$ cat src/rtl/lcd_driver_multiwin.sv
// lcd_driver_multiwin: parametrised LCD timing generator with an early pixel
// request and an outline-box overlay compositor.
// The counters produce HS/VS/DE, a request strobe that leads DE by H_AHEAD
// clocks, and a registered composite pixel. Box coordinates, enables and mode
// are captured at frame start, so a frame never mixes old and new settings.
// Optional feature: define LCD_TEST_PATTERN_EN to make mode 3 output eight
// vertical colour bars; without it mode 3 behaves as mode 1.
module lcd_driver_multiwin #(
    parameter int H_SYNC = 41,
    parameter int H_BACK = 2,
    parameter int H_DISP = 480,
    parameter int H_FRONT = 2,
    parameter int V_SYNC = 10,
    parameter int V_BACK = 2,
    parameter int V_DISP = 272,
    parameter int V_FRONT = 2,
    parameter int H_AHEAD = 5,
    parameter int DATA_W = 24,
    parameter int NUM_BOX = 2,
    parameter int BOX_THICK = 2,
    parameter logic [DATA_W-1:0] BOX_COLOR = 24'hFF0000,
    parameter logic [DATA_W-1:0] BLANK_COLOR = '0
) (
    input  logic                    clk,
    input  logic                    rst,
    input  logic [1:0]              mode,
    input  logic [NUM_BOX-1:0]      box_en,
    input  logic [48*NUM_BOX-1:0]   box_coord,
    input  logic [DATA_W-1:0]       lcd_gray,
    input  logic [DATA_W-1:0]       lcd_data,
    output logic                    lcd_request,
    output logic [11:0]             lcd_xpos,
    output logic [11:0]             lcd_ypos,
    output logic                    frame_start,
    output logic                    lcd_hs,
    output logic                    lcd_vs,
    output logic                    lcd_en,
    output logic [DATA_W-1:0]       lcd_rgb
);

    // Counter limits and window edges, all sized to the 12-bit counters.
    localparam int H_TOTAL_I = H_SYNC + H_BACK + H_DISP + H_FRONT;
    localparam int V_TOTAL_I = V_SYNC + V_BACK + V_DISP + V_FRONT;

    localparam logic [11:0] H_LAST     = 12'(H_TOTAL_I - 1);
    localparam logic [11:0] V_LAST     = 12'(V_TOTAL_I - 1);
    localparam logic [11:0] H_SYNC_END = 12'(H_SYNC);
    localparam logic [11:0] V_SYNC_END = 12'(V_SYNC);
    localparam logic [11:0] H_DE_START = 12'(H_SYNC + H_BACK);
    localparam logic [11:0] H_DE_END   = 12'(H_SYNC + H_BACK + H_DISP);
    localparam logic [11:0] H_RQ_START = 12'(H_SYNC + H_BACK - H_AHEAD);
    localparam logic [11:0] H_RQ_END   = 12'(H_SYNC + H_BACK + H_DISP - H_AHEAD);
    localparam logic [11:0] V_DE_START = 12'(V_SYNC + V_BACK);
    localparam logic [11:0] V_DE_END   = 12'(V_SYNC + V_BACK + V_DISP);
    localparam logic [11:0] H_HALF     = 12'(H_DISP / 2);
    localparam logic [12:0] THICK      = 13'(BOX_THICK);

    logic [11:0] hcnt;
    logic [11:0] vcnt;
    logic        hs_raw;
    logic        vs_raw;
    logic        v_active;
    logic        de_raw;
    logic [11:0] px;
    logic [11:0] py;
    logic [12:0] px13;
    logic [12:0] py13;

    logic [1:0]             sh_mode;
    logic [NUM_BOX-1:0]     sh_en;
    logic [48*NUM_BOX-1:0]  sh_coord;

    logic [NUM_BOX-1:0]     box_hit;
    logic [DATA_W-1:0]      src_pixel;
    logic [DATA_W-1:0]      composite;

    // Horizontal and vertical position counters; vcnt steps at the end of each line.
    always_ff @(posedge clk) begin
        if (rst) begin
            hcnt <= 12'd0;
            vcnt <= 12'd0;
        end else if (hcnt == H_LAST) begin
            hcnt <= 12'd0;
            if (vcnt == V_LAST) begin
                vcnt <= 12'd0;
            end else begin
                vcnt <= vcnt + 12'd1;
            end
        end else begin
            hcnt <= hcnt + 12'd1;
        end
    end

    // Raw sync and enable windows, decoded straight from the counters.
    assign hs_raw   = (hcnt >= H_SYNC_END);
    assign vs_raw   = (vcnt >= V_SYNC_END);
    assign v_active = (vcnt >= V_DE_START) && (vcnt < V_DE_END);
    assign de_raw   = (hcnt >= H_DE_START) && (hcnt < H_DE_END) && v_active;

    // The request window is the DE window pulled H_AHEAD clocks earlier, so a
    // source with H_AHEAD clocks of latency lines its pixel up with DE.
    assign lcd_request = (hcnt >= H_RQ_START) && (hcnt < H_RQ_END) && v_active;
    assign lcd_xpos    = lcd_request ? (hcnt - H_RQ_START) : 12'd0;
    assign lcd_ypos    = lcd_request ? (vcnt - V_DE_START) : 12'd0;

    // Held low during reset so the pulse lands in the first cycle after release.
    assign frame_start = !rst && (hcnt == 12'd0) && (vcnt == 12'd0);

    // Active-area coordinates of the pixel being composited this cycle.
    assign px   = hcnt - H_DE_START;
    assign py   = vcnt - V_DE_START;
    assign px13 = {1'b0, px};
    assign py13 = {1'b0, py};

    // Shadow copies of mode and box settings, refreshed only at frame start.
    always_ff @(posedge clk) begin
        if (rst) begin
            sh_mode  <= 2'd0;
            sh_en    <= '0;
            sh_coord <= '0;
        end else if (frame_start) begin
            sh_mode  <= mode;
            sh_en    <= box_en;
            sh_coord <= box_coord;
        end
    end

    // One outline test per box: inside the thickened outer rectangle but not
    // strictly inside the original one. Lower outer edges clamp at zero;
    // upper outer edges may run past the display and simply never match.
    for (genvar i = 0; i < NUM_BOX; i++) begin : g_box
        logic [12:0] xl;
        logic [12:0] xr;
        logic [12:0] yt;
        logic [12:0] yb;
        logic [12:0] ox_lo;
        logic [12:0] ox_hi;
        logic [12:0] oy_lo;
        logic [12:0] oy_hi;
        logic        valid;
        logic        in_outer;
        logic        in_inner;

        assign xl = {1'b0, sh_coord[48*i+36 +: 12]};
        assign xr = {1'b0, sh_coord[48*i+24 +: 12]};
        assign yt = {1'b0, sh_coord[48*i+12 +: 12]};
        assign yb = {1'b0, sh_coord[48*i    +: 12]};

        assign ox_lo = (xl >= THICK) ? (xl - THICK) : 13'd0;
        assign ox_hi = xr + THICK;
        assign oy_lo = (yt >= THICK) ? (yt - THICK) : 13'd0;
        assign oy_hi = yb + THICK;

        assign valid    = (xl <= xr) && (yt <= yb);
        assign in_outer = (px13 >= ox_lo) && (px13 <= ox_hi) &&
                          (py13 >= oy_lo) && (py13 <= oy_hi);
        assign in_inner = (px13 > xl) && (px13 < xr) &&
                          (py13 > yt) && (py13 < yb);

        assign box_hit[i] = sh_en[i] && valid && in_outer && !in_inner;
    end

`ifdef LCD_TEST_PATTERN_EN
    // Colour-bar generator: bar index is (px*8)/H_DISP, each channel fully on or off.
    localparam int CH_W = DATA_W / 3;
    localparam logic [14:0] H_DISP_W = 15'(H_DISP);

    logic [14:0]       px_x8;
    logic [2:0]        bar_idx;
    logic [2:0]        bar_rgb;
    logic [DATA_W-1:0] bar_pixel;

    assign px_x8   = {px, 3'b000};
    assign bar_idx = 3'(px_x8 / H_DISP_W);

    // Bar order white, yellow, cyan, green, magenta, red, blue, black as {R,G,B} flags.
    always_comb begin
        bar_rgb = 3'b000;
        case (bar_idx)
            3'd0: bar_rgb = 3'b111;
            3'd1: bar_rgb = 3'b110;
            3'd2: bar_rgb = 3'b011;
            3'd3: bar_rgb = 3'b010;
            3'd4: bar_rgb = 3'b101;
            3'd5: bar_rgb = 3'b100;
            3'd6: bar_rgb = 3'b001;
            default: bar_rgb = 3'b000;
        endcase
    end

    assign bar_pixel = DATA_W'({{CH_W{bar_rgb[2]}}, {CH_W{bar_rgb[1]}}, {CH_W{bar_rgb[0]}}});
`endif

    // Source selection by the shadowed mode; split switches at half width.
    always_comb begin
        src_pixel = lcd_data;
        case (sh_mode)
            2'd0: src_pixel = lcd_gray;
            2'd1: src_pixel = lcd_data;
            2'd2: src_pixel = (px < H_HALF) ? lcd_gray : lcd_data;
            default: begin
`ifdef LCD_TEST_PATTERN_EN
                src_pixel = bar_pixel;
`else
                src_pixel = lcd_data;
`endif
            end
        endcase
    end

    // Any box outline wins over the selected source.
    assign composite = (|box_hit) ? BOX_COLOR : src_pixel;

    // Output register stage: syncs and DE delayed one clock, pixel blanked outside DE.
    always_ff @(posedge clk) begin
        if (rst) begin
            lcd_hs  <= 1'b1;
            lcd_vs  <= 1'b1;
            lcd_en  <= 1'b0;
            lcd_rgb <= BLANK_COLOR;
        end else begin
            lcd_hs  <= hs_raw;
            lcd_vs  <= vs_raw;
            lcd_en  <= de_raw;
            lcd_rgb <= de_raw ? composite : BLANK_COLOR;
        end
    end

endmodule
$ cat config.mk
export PLATFORM = sky130hd
export DESIGN_NAME = lcd_driver_multiwin
export DESIGN_NICKNAME = d
export VERILOG_FILES = /design/src/rtl/lcd_driver_multiwin.sv
export SDC_FILE = /design/constraint.sdc
export NUM_CORES = 1
export LEC_CHECK = 0
export BUFFER_PORTS_ARGS = -buffer_cell sky130_fd_sc_hd__buf_2
export CAP_MARGIN = 20
export CORE_MARGIN = 2
export CORE_UTILIZATION = 50
export DETAILED_ROUTE_END_ITERATION = 10
export PLACE_DENSITY = 0.72
export SLEW_MARGIN = 30
export SYNTH_ARGS = -nofsm -noshare
export SYNTH_HDL_FRONTEND = slang
export SYNTH_SLANG_ARGS = --single-unit
$ cat constraint.sdc
create_clock -name clk -period 11.3 [get_ports clk]
set_input_delay 0 -clock clk [delete_from_list [all_inputs] [get_ports clk]]
set_output_delay 0 -clock clk [all_outputs]
set_load 0.1 [all_outputs]
After elaboration in Yosys (flattened, before gate mapping)
Index checks and enable logic that the tools add are counted.
Widths: inputs -> output; s select.
{ "classes": {"muxes": 10, "n_reduce_logical": 37, "order_cmp": 33, "n_eq_ne": 3, "add_sub_neg": 13, "bitwise_logic": 1} }
{ "ops": {"columns": ["op", "n"], "rows": [
  ["$add 12x2->13 const B", 4],
  ["$ge 12x13->1", 4],
  ["$le 12x13->1", 4],
  ["$mux 13", 4],
  ["$sub 12x2->13 const B", 4],
  ["$ge 12x2->1 const B", 4],
  ["$gt 12x12->1", 4],
  ["$le 12x12->1", 4],
  ["$lt 12x12->1", 4],
  ["$mux 24", 2],
  ["$pmux 24 s2", 1],
  ["$ge 12x6->1 const B", 3],
  ["$mux 12", 3],
  ["$logic_and 1x1->1", 27],
  ["$add 12x1->12 const B", 2],
  ["$ge 12x4->1 const B", 2],
  ["$logic_not 12->1", 2],
  ["$lt 12x10->1 const B", 2],
  ["$sub 12x6->12 const B", 2],
  ["$eq 12x10->1 const B", 1],
  ["$eq 12x9->1 const B", 1],
  ["$lt 12x8->1 const B", 1],
  ["$lt 12x9->1 const B", 1],
  ["$sub 12x4->12 const B", 1],
  ["6 further kinds", 10]
]} }
{ "word_totals": {"in_bits": 150, "regBits": 151} }

Longest topological paths before layout
Gate-level depths: netlist of the first run.
{ "logic_depth": {"word_depth": 10, "depth_mapped": 19} }

Worst setup path before layout of the first run
Ideal clock, no wire load.
{ "synth_path": {"kind": "register to output", "start": "register hcnt[7]", "end": "output frame_start", "required_time_ns": 11.300, "setup_slack_ns": 7.217, "path_stages_with_launch": 7, "arrival_time_ns": 4.083, "n_path_buf": 2, "cell_sequence": "dfxtp_1 buf_2 or3_1 buf_2 nor2_1 nand2_1 nor4_1"} }
{ "synth_via": {"elab_chain_cells": 3} }
{ "synth_rtl": {"columns": ["element", "line", "source"], "rows": [
  ["start: declaration", "58", "logic [11:0] hcnt;"],
  ["start signal: assignment", "90", "hcnt <= hcnt + 12'd1;"],
  ["$logic_not 12->1", "107", "assign frame_start = !rst && (hcnt == 12'd0) && (vcnt == 12'd0);"],
  ["$logic_and 1x1->1 (2 in series)", "107", null],
  ["end: declaration", "34", "output logic frame_start,"]
]} }
Every way passes these cells.

Final worst setup path of the first run
{ "layout_path": {"start": "register hcnt[0]", "end": "register lcd_rgb[4]"} }
{ "layout_via": {"elab_chain_cells": 8, "word_cells_on_any_way": 36} }
{ "layout_rtl": {"columns": ["element", "line", "source"], "rows": [
  ["$sub 12x6->12", "110", "assign px = hcnt - H_DE_START;"],
  ["$ge 12x13->1, or another cell as far along", "155", "assign in_outer = (px13 >= ox_lo) && (px13 <= ox_hi) &&"],
  ["$logic_and 1x1->1 (on tied branches) (2 in series)", "155, 157", null],
  ["$logic_and 1x1->1 (on tied branches)", "156, 158", null],
  ["$logic_and 1x1->1 / $logic_not 1->1 (equally long branches)", "160", "assign box_hit[i] = sh_en[i] && valid && in_outer && !in_inner;"],
  ["$logic_and 1x1->1", "160", null],
  ["$reduce_or 4->1 (no source line)", null, null],
  ["end signal: assignment", "225", "lcd_rgb <= de_raw ? composite : BLANK_COLOR;"],
  ["end: declaration", "38", "output logic [DATA_W-1:0] lcd_rgb"]
]} }
Several ways; a longest one is shown, not always the timed one.
A chain may end at the register's enable or synchronous reset.

==> results.md, run 1 <==
Status:
- The flow ran to the end, but the final reports show violations.
- The final reports fail on design-rule violations.

Floorplanning:
- The initialized floorplan defines between 50 and 60 standard-cell rows.
- The number of top-level pins is ~200.
- The placeable core region is approximately 0.026 sq mm.
- The floorplan step set the die height to approximately 170 um.
- In this run the horizontal extent of the chip is 167.4 um.
- The total die area is around 0.028 sq mm.
- The initial core utilization is 0.5105.

Power and ir drop:
- The switching fraction of total power is 0.3495.
- Of the total power, combinational logic draws 0.357.
- The analysis attributes to cell leakage a power of 7.364 nW.
- For this design the total switching power over the nets is 0.6470 mW.
- The cell area power density is ~110 mW/mm^2.
- Of the total power, the clock network draws 0.319.
- The internal power of the cells totals between 1 and 1.5 mW.
- Of the total power, registers draw 0.324.
- Across the VDD grid, the largest voltage drop is between 0.08 and 0.09 mV.

Logic synthesis:
- By area the synthesized netlist is led by ha_1 (24%), dfxtp_1 (23%), nand2_1 (8.4%).
- The most used flip-flop cell after synthesis is dfxtp_1.
- The cell accounting for the most synthesized area is ha_1.
- Synthesis produced between 1500 and 2000 cells.
- Of the synthesized area, sequential elements account for 0.2266.
- The synthesized design contains 0 enable-type register cells.
- Each instance of the synthesized netlist takes up on average 7.825 sq um.
- The flip-flop and latch count after synthesis is between 150 and 200.
- Yosys printed 0 warnings.
- Summing every instance area after synthesis gives approximately 0.013 sq mm.
- The async set or reset register ratio after synthesis is 0.
- Of the post-synthesis cell area, the dominant cell type holds 0.2410.
- The number of distinct library cells after synthesis is 72.
- The synthesized net count is between 2000 and 2500.

Critical path:
- The arrival time at the worst endpoint is 5510 ps.
- The worst setup path is of the flop to flop kind.
- The largest fanout on the critical path is 16.
- STA classifies the critical path startpoint as a flop.
- The worst flop-to-flop path startpoint is hcnt[0].
- The flop-to-flop setup slack is a little over 6000 ps.
- The worst setup path is captured at a flop.
- The number of cells on the worst reg-to-reg path is 13.
- The endpoint required time on the critical path is 11570 ps.
- The worst register-to-register path ends at lcd_rgb[4].

Timing:
- Setup repair after global routing left no endpoint under its margin.
- Headroom to the max-slew limit came out at 0.3559.
- Dividing the final minimum period by the clock period gives 0.4638.
- The worst path in the final design needs a cycle of between 5000 and 6000 ps, including I/O delays and setup.
- The total count of hold-check failures in the final report is 0.
- The final-report max-slew violation count is 0.
- Setup violations remaining at the end of the flow were counted as 0.
- The worst-margin pin slew is between 900 and 1000 ps.
- Setup total negative slack on the finished layout was measured at 0 ps.
- Based on the critical path, the design can be clocked at up to around 0.19 GHz.
- For the final database, setup skew stands at 12.79 ps.
- The worst hold-check slack is 342.1 ps.

Detailed routing:
- The final wirelength is 42320 um.
- For this block, the initial DRC count from the detailed router was 1136.
- The mean number of vias per cell is roughly 5.7.
- The count of nets left with antenna violations once routing finished came out at 0.
- In the final routed layout, each cell accounts on average for between 15 and 20 um.
- The total DRC errors in the routed layout is 23.
- The routed layout has roughly 14000 vias.
- The first detailed-routing pass ran for 8 iterations.

Min path:
- The beginning of the worst hold path is box_coord[54].
- The worst hold path belongs to the class primary input to flop.
- The worst-case hold path end point is sh_coord[54].
- The cell depth of the worst hold path is 4.

GRT:
- In this run the most used layer during global routing was met2.
- The overall global routing resource usage is 0.2998.
- For met2 alone, demand over resource in global routing was 0.5198.
- The met3 usage in global routing is 0.04443.
- The total overflow left after global routing is 0.
- The global-route wire length before repair is roughly 68000 um.
- Entering global routing, the biggest net connects between 90 and 100 pins.
- In the global route stage, met1 resource usage came out at 0.3847.
- The number of global-route vias before repair is 13180.
- The initial antenna violation count is 2.

Clock network:
- For this design, the CTS-stage hold fixing added ~160 buffers.
- The maximum number of buffers from clock root to sink is 2.
- The clock edge transition at the registers on the reported setup and hold paths is roughly 70 ps.
- The clock sink count is roughly 150.
- After clock tree synthesis, the repair step resized 0 gates.
- The TritonCTS clock tree is built.
- The clock network latency to the later pin of the worst-skew pair is about 440 ps.
- The clock buffer count from CTS is 17.
- The maximum level of the CTS H-tree is 4.
- The number of setup buffers added after CTS is 0.
- Clock tree synthesis selected as its root buffer the cell clkbuf_16.

Place:
- The count of buffers added on input and output ports is about 200.
- The detailed placement HPWL is just over 30000 um.
- The placed instances occupy a cell area of 0.01463 sq mm.
- The cell count after placement is 2195.
- Routability-driven placement finished with a final weighted congestion of 0.9468.

Final layout:
- 0 antenna diodes ended up in the layout.
- For this run, the post-layout net count is about 2400.
- The number of inserted filler cells in the final layout is around 2300.
- After routing the design area is ~0.017 sq mm.
- Of the cells placed in the final design, the portion with a size suffix greater than 1 is 0.1389.
- From synthesis to final layout, the design area changed by 26.20%.
- Leaving out filler cells and counting taps, the final layout contains 2387.

Flow run:
- Max-cap violations in this run came to 0.
==> cell type report <==
cell class / instances / area [sq um] / area share
timing repair buffer: 379 / 2771 / 0.1646
sequential: 151 / 3023 / 0.1795
multi-input combinational: 1377 / 9607 / 0.5706
clock inverter: 10 / 118.9 / 0.007060
clock buffer: 21 / 470.5 / 0.02794
inverter: 114 / 427.9 / 0.02541
tap: 335 / 419.2 / 0.02489
==> synthesized netlist by cell type, types with 2 or more instances <==
| library cell | instances |
|---|---|
| a2111oi_0 | 14 |
| a211o_1 | 2 |
| a211oi_1 | 17 |
| a21o_1 | 24 |
| a21oi_1 | 167 |
| a22o_1 | 3 |
| a31oi_1 | 12 |
| a41oi_1 | 5 |
| and2_1 | 7 |
| and3_1 | 13 |
| and4_1 | 3 |
| buf_1 | 2 |
| buf_2 | 25 |
| buf_4 | 4 |
| buf_6 | 4 |
| clkbuf_1 | 27 |
| dfxtp_1 | 151 |
| ha_1 | 257 |
| inv_1 | 114 |
| mux2i_1 | 25 |
| nand2_1 | 299 |
| nand2b_1 | 14 |
| nand3_1 | 48 |
| nand4_1 | 46 |
| nand4b_1 | 2 |
| nor2_1 | 93 |
| nor2b_1 | 23 |
| nor3_1 | 42 |
| nor3_2 | 10 |
| nor4_1 | 17 |
| o2111ai_1 | 4 |
| o211ai_1 | 17 |
| o21a_1 | 9 |
| o21ai_0 | 40 |
| o21ba_2 | 2 |
| o21bai_1 | 4 |
| o31ai_1 | 4 |
| o41ai_1 | 2 |
| or2_2 | 6 |
| or3_1 | 8 |
| or4_1 | 4 |
| xnor2_1 | 77 |
| xor2_1 | 29 |
==> state kept, by name, indices dropped and copies added, names as in the netlist <==
name	flops
sh_coord	96
lcd_en	1
lcd_rgb	24
lcd_vs	1
vcnt	12
lcd_hs	1
sh_en	2
hcnt	12
sh_mode	2
==> through the flow <==
stage	utilization	power, mW	setup WS, ps
floorplan	-	1.044	7217
global placement	0.5576	1.182	6509
detailed placement	0.5597	1.205	6241
CTS	0.6439	1.845	6223
global route	0.6443	1.970	5764
finish	0.6443	1.851	6059
==> cells by family after synthesis <==
| logic type | Yosys count | share of synthesized area |
|---|---|---|
| buffers and inverters | 177 | 0.05674 |
| DFF | 151 | 0.2266 |
| muxes | 26 | 0.01960 |
| adders and majority gates | 257 | 0.2410 |
| and+or+nand+nor | 644 | 0.2275 |
| other | 1 | 0.0002811 |
| xor gates and xnor gates | 106 | 0.06959 |
| AOI/OAI and AO/OA | 343 | 0.1587 |
==> worst max-delay path, stage by stage (launching register included) <==
cell and delay [ps]:
dfxtp_1 530, ha_1 360, o21a_1 240, o21ai_0 420, nand2_1 130, xnor2_1 710
ha_1 390, nand2_1 70, o21ai_0 100, a2111oi_0 580, a2111oi_0 190, a311o_1 360
and3b_1 810, nor3_1 180
==> layout by cell type (no fill, tap or decap), drive strengths merged, types with 17 or more instances in the layout <==
| cell | count |
|---|---|
| nand2 | 299 |
| ha | 257 |
| buf | 218 |
| a21oi | 168 |
| dlygate4sd3 | 161 |
| dfxtp | 151 |
| inv | 117 |
| nor2 | 93 |
| xnor2 | 77 |
| nor3 | 52 |
| nand3 | 48 |
| nand4 | 46 |
| o21ai | 40 |
| xor2 | 29 |
| mux2i | 25 |
| a21o | 24 |
| nor2b | 23 |
| clkbuf | 21 |
| nor4 | 19 |
| o211ai | 18 |
| a211oi | 17 |
==> metal layers <==
layer | part of all wire | vias up
met1 | 0.43 | 6278
met3 | 0.074 | 73
met4 | 0.023 | 2
met5 | 0.00026 | -
li1 | - | 6694
met2 | 0.47 | 525
==> power by group through the flow <==
stage               sequential [mW]  combinational (mW)  clock, mW
finish                        0.600               0.661      0.590
global route                  0.604               0.748      0.618
CTS                           0.599               0.650      0.596
detailed placement            0.611               0.594          0
global placement              0.610               0.573          0
floorplan                     0.598               0.446          0
==> worst max path at each step <==
| stage | startpoint | endpoint | slack (ps) | cells after the start |
|---|---|---|---|---|
| floorplan | hcnt[7] | frame_start | 7220 | 6 |
| global placement | vcnt[9] | lcd_rgb[0] | 6510 | 12 |
| detailed placement | vcnt[2] | lcd_rgb[0] | 6240 | 13 |
| CTS | vcnt[4] | lcd_rgb[0] | 6220 | 12 |
| global route | hcnt[0] | lcd_rgb[4] | 5760 | 13 |
| finish | hcnt[0] | lcd_rgb[4] | 6060 | 13 |
(Power assumes the default switching activity.)
==> inputs of run 2 (changes only) <==
- ABC_AREA: not set -> 1
- PLACE_DENSITY: 0.72 -> 0.74
- clock period: 11.3 -> 4.58 ns (I/O delays scaled with it)
==> results.md, run 2 <==
Status:
- The run finished with clean final reports.

Floorplanning:
- The placeable core region is just under 0.03 sq mm.
- The initial core utilization is 0.5117.
- The die boundary width is ~180 um.
- The height of the die is 175.8 um.
- The number of top-level pins is between 200 and 250.
- After floorplanning, the core was divided into 62 placement rows.
- The die covers just over 0.03 sq mm.

Clock network:
- The number of gates resized after CTS was 0.
- The H-tree generated during clock tree synthesis spans 4 levels.
- TritonCTS built the clock tree.
- Clock tree synthesis inserted a total of 17 buffers.
- The tree is rooted in a clkbuf_16.
- After clock tree synthesis, the clock-pin slew on the worst setup and hold paths is around 70 ps.
- The number of setup buffers added after CTS is 0.
- The clock sink count is 151.
- The maximum number of buffers from clock root to sink is 2.
- The clock network latency to the later pin of the worst-skew pair is approximately 450 ps.

Timing:
- Setup repair after global routing left no endpoint under its margin.
- The total count of hold-check failures in the final report came to 0.
- The final critical delay including setup and external delays is 4062 ps.
- The final-report max-slew violation count is 0.
- The final setup TNS is 0 ps.
- The final critical-path share of the clock period is 0.8870.
- The relative slew slack is 0.3173.
- The worst-margin pin slew is slightly above 1000 ps.
- Based on the critical path, the design can be clocked at up to around 0.25 GHz.
- Setup violations remaining at the end of the flow were counted as 0.
- The worst setup skew after layout is around 10 ps.
- The worst hold-check slack is 4.887 ps.

Critical path:
- STA classifies the critical path endpoint as a flop.
- The largest fanout on the critical path is 16.
- Data arrives at the worst endpoint at between 4000 and 5000 ps.
- Data on the critical path is required at its endpoint by about 5000 ps.
- The worst setup path is launched from a flop.
- The classification of the worst setup path is flop to flop.
- The number of cells on the worst reg-to-reg path is 13.

Power and ir drop:
- Summed over all cells, the static leakage comes to between 9 and 10 nW.
- The worst-case IR drop observed on VDD is about 0.26 mV.
- The cell area power density is about 280 mW/mm^2.

Logic synthesis:
- The async set or reset register ratio after synthesis is 0.
- For this run, the register share of the synthesized area comes to 0.2047.
- The area share of the largest cell type after synthesis is 0.2178.
- The most used flip-flop cell after synthesis is dfxtp_1.
- The count of warnings emitted by yosys is 0.
- The flip-flop and latch count after synthesis is between 150 and 200.
- Synthesis produced roughly 2200 cells.
- The cell accounting for the most synthesized area is ha_1.
- The number of nets in the synthesized netlist is ~2600.
- The area of the mapped netlist is ~0.015 sq mm.
- The most frequently used cell type in the post-synthesis netlist is nand2_1.
- Counting distinct cell types in the post-synthesis netlist gives 53.
- In the synthesized netlist, the cells that appear most often are nand2_1 (385), inv_1 (379), ha_1 (257).
- The average instance in the mapped netlist occupies roughly 6.6 sq um.
- Ranked by total cell area, the synthesized netlist is headed by ha_1 (22%), dfxtp_1 (20%), nand2_1 (9.8%).
- Counting flops with a built-in enable in the synthesized netlist gives 0.

Final layout:
- The most flop-heavy register is sh_coord.
- The area added between synthesis and finish is 22.63%.
- The library cells used most frequently in the layout, excluding fill and tap cells, are nand2_1 (385), inv_1 (378), ha_1 (257).
- The number of flip-flops under the largest register name is 96.
- The largest registers in the layout are sh_coord: 96 flops, lcd_rgb: 24 flops.
- The most frequent standard cell in the layout excluding fill and tap cells is nand2_1.
- The share of post-route cells with drive strength above 1 is 0.1139.
- At the end of the flow, the number of nets in the layout was about 2900.

GRT:
- The number of global-route vias before repair is 15480.
- In the global route stage, overall resource usage came out at 0.2934.
- After global routing the overflow that remains totals 0.
- The initial antenna violation count came to 1.
- The first global-routing pass estimated ~74000 um of wire.
- The largest net degree at the start of global routing is ~140.

Flow run:
- Max-cap violations in this run came to 0.

Detailed routing:
- For this run, the detailed router's first-pass iteration total came to 7.
- The number of antenna-violating nets in the routed design is 0.
- The final wirelength is between 40000 and 50000 um.
- The mean number of vias per cell is between 5 and 6.
- The total DRC errors in the routed layout is 0.
- Dividing the detail-routed wire length by the instance count gives approximately 15 um.
- The number of vias in the routed layout is 15880.
- The number of design-rule violations left by the first detailed-router iteration is about 1100.

Min path:
- The tightest min-delay check is of the primary input to flop type.
- The cell depth of the worst hold path is 5.

Place:
- The routability congestion estimate from global placement is 0.9391.
- The HPWL after detailed placement is ~32000 um.
- The port buffer count is between 200 and 250.
## run 2: cell types whose count changed in the layout (fill, tap and decap cells not counted), sizes merged, moves of 60 or more
cell,before,now
inv,117,386
o21ai,40,174
a21oi,168,228
xnor2,77,5
nand3,48,137
nand2,299,392
nor2,93,205
## run 2: cells by family (layout without fill, tap and decap cells)
group | Yosys count | after routing | share of synthesized area
fa+ha+maj | 257 | 257 | 0.2178
other cells | 1 | 2 | 0.0002540
buf+inv | 447 | 776 | 0.1185
compound gates | 460 | 460 | 0.1667
xor+xnor | 67 | 67 | 0.04025
simple gates | 842 | 842 | 0.2518
flops | 151 | 151 | 0.2047
## run 2: worst paths after layout
| path | end | startpoint | slack [ps] |
|---|---|---|---|
| min | lcd_rgb[11] | lcd_data[11] | 5 |
| max | lcd_rgb[2] | hcnt[0] | 520 |
| min reg2reg | vcnt[11] | vcnt[11] | 530 |
| max reg2reg | lcd_rgb[2] | hcnt[0] | 520 |
## run 2: final cells by class
class,count,area [sq um]
antenna,1,2.502
tap,384,480.5
multi-input combinational,1627,10000
clock inverter,11,123.9
sequential,151,3023
fill,2595,10750
inverter,386,1449
clock buffer,21,460.4
timing repair buffer,358,2567
## run 2: critical path, cell delays in order, from the launching register on
cell and delay [ps]:
dfxtp_1 680, nand2_1 180, nand2_4 120, xor2_1 770, ha_1 400, a21oi_1 150
o21ai_0 170, nand3_1 110, nand3_1 80, nor2_1 320, nand3_1 190, nand4_2 300
nand3_4 300, nor2_1 200
## run 2: through the flow
step	setup WS [ps]	utilization	cell area, sq um	cells	total power [mW]
CTS	621.1	0.6274	18100	2938	5.059
global placement	735.5	0.5558	16040	2758	3.397
floorplan	1137	-	14770	2225	2.979
detailed placement	665.0	0.5558	16040	2758	3.466
finish	517.6	0.6275	18110	2939	5.087
global route	176.2	0.6274	18100	2938	5.484
## run 2: routing by layer
metal | global-route usage | wire length (um)
met1 | 0.3581 | 19390
met2 | 0.5105 | 21580
met3 | 0.04113 | 2846
met4 | 0.1350 | 1702
met5 | 0 | 0
## run 2: repair_timing
item                                   CTS  global route
setup endpoints to repair                0             0
endpoints found under the hold margin  131             0
hold buffers                           148             0
## run 2: report_power, final
part           internal [mW]  leakage, nW  total, mW  switching [mW]
sequential              1.42         1.23       1.57           0.149
clock                  0.831        0.279       1.45           0.623
combinational          0.858         7.70       2.07            1.21
==> inputs of run 3 (changes only) <==
- CORE_UTILIZATION: 50 -> 25
- PLACE_DENSITY: 0.74 -> not set
==> results.md, run 3 (synthesis results as in run 2) <==
Timing:
- Derived from the worst setup path, the maximum achievable clock frequency is between 0.2 and 0.3 GHz.
- Dividing the final minimum period by the clock period gives 0.8505.
- For the pin with the worst max-slew slack, the measured transition is between 800 and 900 ps.
- Adding up every negative setup slack in the final design gives 0 ps.
- The total count of hold-check failures in the final report came to 0.
- The worst hold-check slack is between 30 and 40 ps.
- The final critical delay including setup and external delays is 3895 ps.
- Setup repair after global routing left no endpoint under its margin.
- The final-report max-slew violation count is 0.
- The final setup violation count is 0.
- The relative slew slack is 0.4391.
- After layout, the worst setup slack is 684.9 ps.
- The worst setup skew after layout is about 18 ps.

Place:
- Routability-driven placement finished with a final weighted congestion of 0.8968.
- The port buffer count is 201.
- Detailed placement ended at an HPWL of roughly 36000 um.
- The pre-CTS setup slack is roughly 980 ps.

Detailed routing:
- Once detail routing completed, the nets flagged for antenna violations numbered 0.
- The detailed-routing iteration count for the pre-antenna-repair pass is 5.
- For this run, design rule violations remaining after detail routing come to 0.
- The final wirelength is 48080 um.
- The number of design-rule violations left by the first detailed-router iteration is between 900 and 1000.
- For this block, the via count after detailed routing is between 15000 and 20000.
- The average wire per cell in the routed design is between 10 and 15 um.
- The mean number of vias per cell is around 4.6.

Critical path:
- The worst setup path is launched from a flop.
- The cell type of the slowest stage on the worst timing path is nand3_2.
- The cell type group with the largest total delay on the critical path is simple AND/OR/NAND/NOR gates.
- The classification of the worst setup path is flop to flop.
- Data on the critical path is required at its endpoint by ~5000 ps.
- The reg-to-reg endpoint is lcd_rgb[2].
- The worst setup path is captured at a flop.
- The largest incremental delay on the critical path is just over 600 ps.
- The flop-to-flop setup slack is 680 ps.
- Along the worst path, the maximum fanout reaches 27.
- In this run the critical register-to-register path is launched from hcnt[2].
- Counting both buffers and inverters, the worst setup path holds a total of 3.
- The number of cells on the worst reg-to-reg path is 15.
- For the worst setup path, the data arrival time is 4230 ps.
- Traced cell by cell, the critical path runs through inv_2 > ha_1 > nand2_1 > nand2_4 > nand3_2 > nand2_1 > xor2_2 > nand3_2 > nand2_4 > nand2_1 > o211ai_1 > nand3_1 > dlygate4sd3_1 > inv_1 > nor2_1.
- Counting stages on the worst path, the most repeated cell is nand2_1.

Final layout:
- The final core area utilization is 0.3192.
- The largest registers in the layout are sh_coord: 96 flops, lcd_rgb: 24 flops.
- The number of inserted filler cells in the final layout is 6317.
- The register with the most flip-flops in the layout has 96 of them.
- The share of post-route cells with drive strength above 1 is 0.1157.
- The most flop-heavy register is sh_coord.
- The number of nets at the end of the flow is a little under 3000.
- The number of diodes added for antenna fixing is 0.
- In the final layout, flip-flops and latches occupy around 0.0030 sq mm.
- The multi-input combinational cells in the finished layout cover a total of approximately 0.010 sq mm.
- The top cell types in the final layout, fill and taps aside, are nand2_1 (385), inv_1 (378), ha_1 (257).
- Compared with the post-synthesis result, the final layout area differs by 26.87%.
- The library cell used most frequently in the layout, excluding fill and tap cells, is nand2_1.

Min path:
- The cell depth of the worst hold path is 9.
- For hold timing, the worst endpoint is lcd_rgb[18].
- The beginning of the worst hold path is lcd_data[18].
- The min-delay analysis places its worst path in the category primary input to flop.

Floorplanning:
- The height of the die is about 250 um.
- Measured along the x axis, the die boundary spans 247.0 um.
- The total die area is ~0.061 sq mm.
- For this configuration, the core starts out at a cell density of 0.2516.
- The number of core rows is 89.
- The placeable core region is roughly 0.06 sq mm.
- The number of top-level pins is between 200 and 250.

Clock network:
- The clock passes through at most 2 buffers.
- The post-cts gate resize count is 0.
- The clock edge transition at the registers on the reported setup and hold paths is 70 ps.
- The cell sitting at the root of the clock tree is a clkbuf_16.
- The maximum level of the CTS H-tree is 4.
- The clock buffer count from CTS is 17.
- The clock network latency to the later pin of the worst-skew pair is between 400 and 500 ps.
- The TritonCTS clock tree is built.
- The post-CTS setup repair buffer count is 0.
- The clock sink count is roughly 150.

Power and ir drop:
- The leakage component of the power is 9.261 nW.
- The switching fraction of total power is 0.3919.
- The net switching power of the design is around 2.0 mW.
- Of the total power, combinational logic draws 0.406.
- The relative contribution of the clock network to total power is 0.287.
- The part of the total power dissipated in sequential elements is 0.307.
- VDD sags by at most between 0.3 and 0.4 mV.
- Cell internal power was estimated by the tool at slightly above 3 mW.
- Dividing total power by cell area gives a power density of about 270 mW/mm^2.

GRT:
- The total overflow left after global routing is 0.
- The largest net degree at the start of global routing is 133.
- The number of global-route vias before repair is roughly 15000.
- The initial antenna violation count came to 1.
- The first global-routing pass estimated approximately 77000 um of wire.
- The overall global routing resource usage is 0.1594.

Status:
- The run finished with clean final reports.

Flow run:
- The total of max-cap violations is 0.
==> run 3: cell count changes in the layout (fill, tap and decap cells not counted), sizes merged <==
cell / delta
diode: -1
dlygate4sd3: +10
clkinv: -1
inv: +2
clkbuf: -2
buf: +2
clkinvlp: +1
==> run 3: power groups by stage <==
| stage | clock network [mW] | logic [mW] | registers (mW) |
|---|---|---|---|
| floorplan | 0 | 1.44 | 1.53 |
| global placement | 0 | 1.88 | 1.60 |
| detailed placement | 0 | 1.90 | 1.60 |
| CTS | 1.51 | 2.07 | 1.57 |
| global route | 1.56 | 2.42 | 1.59 |
| finish | 1.47 | 2.08 | 1.57 |
==> run 3: metrics by stage <==
stage               instance area, sq um  power (mW)  cells
finish                             18730       5.121   3339
global route                       18730       5.568   3339
CTS                                18720       5.149   3339
detailed placement                 16550       3.497   3149
global placement                   16550       3.481   3149
floorplan                          14770       2.979   2225
==> run 3: worst min-delay path: stages <==
cell     delay [ps]
buf_2            90
inv_1            30
nand2_1          50
nand3_1          60
nand2_1          60
inv_1            40
nand3_1          50
nand2_1          40
inv_1            40
==> run 3: worst max-delay path by stage <==
stage	start	endpoint	slack [ps]	cells past startpoint
2_1_floorplan	hcnt[2]	lcd_xpos[5]	1140	8
3_3_place_gp	hcnt[2]	lcd_rgb[2]	990	18
3_5_place_dp	hcnt[2]	lcd_rgb[2]	980	18
4_1_cts	hcnt[2]	lcd_rgb[23]	720	17
5_1_grt	hcnt[2]	lcd_rgb[14]	350	14
6_report	hcnt[2]	lcd_rgb[2]	680	15
==> run 3: layout make-up <==
type,instances,share of cell area
clock inverter,13,0.007881
clock buffer,19,0.02364
tap,773,0.05163
inverter,386,0.07734
timing repair buffer,370,0.1434
sequential,151,0.1614
multi-input combinational,1627,0.5347
==> run 3: what timing repair did <==
item,in CTS,in global routing
hold endpoints to repair,130,0
endpoints found under the setup margin,0,0
hold buffers,158,0
==> run 3: per-layer routing <==
| metal | routed length, um | track usage | part of all wire | up-vias |
|---|---|---|---|---|
| met2 | 21090 | 0.2529 | 0.44 | 358 |
| met4 | 1287 | 0.04996 | 0.027 | 0 |
| met3 | 2089 | 0.02095 | 0.043 | 68 |
| met5 | 0 | 0 | 0 | - |
| met1 | 23610 | 0.2224 | 0.49 | 6805 |
| li1 | - | - | - | 7998 |
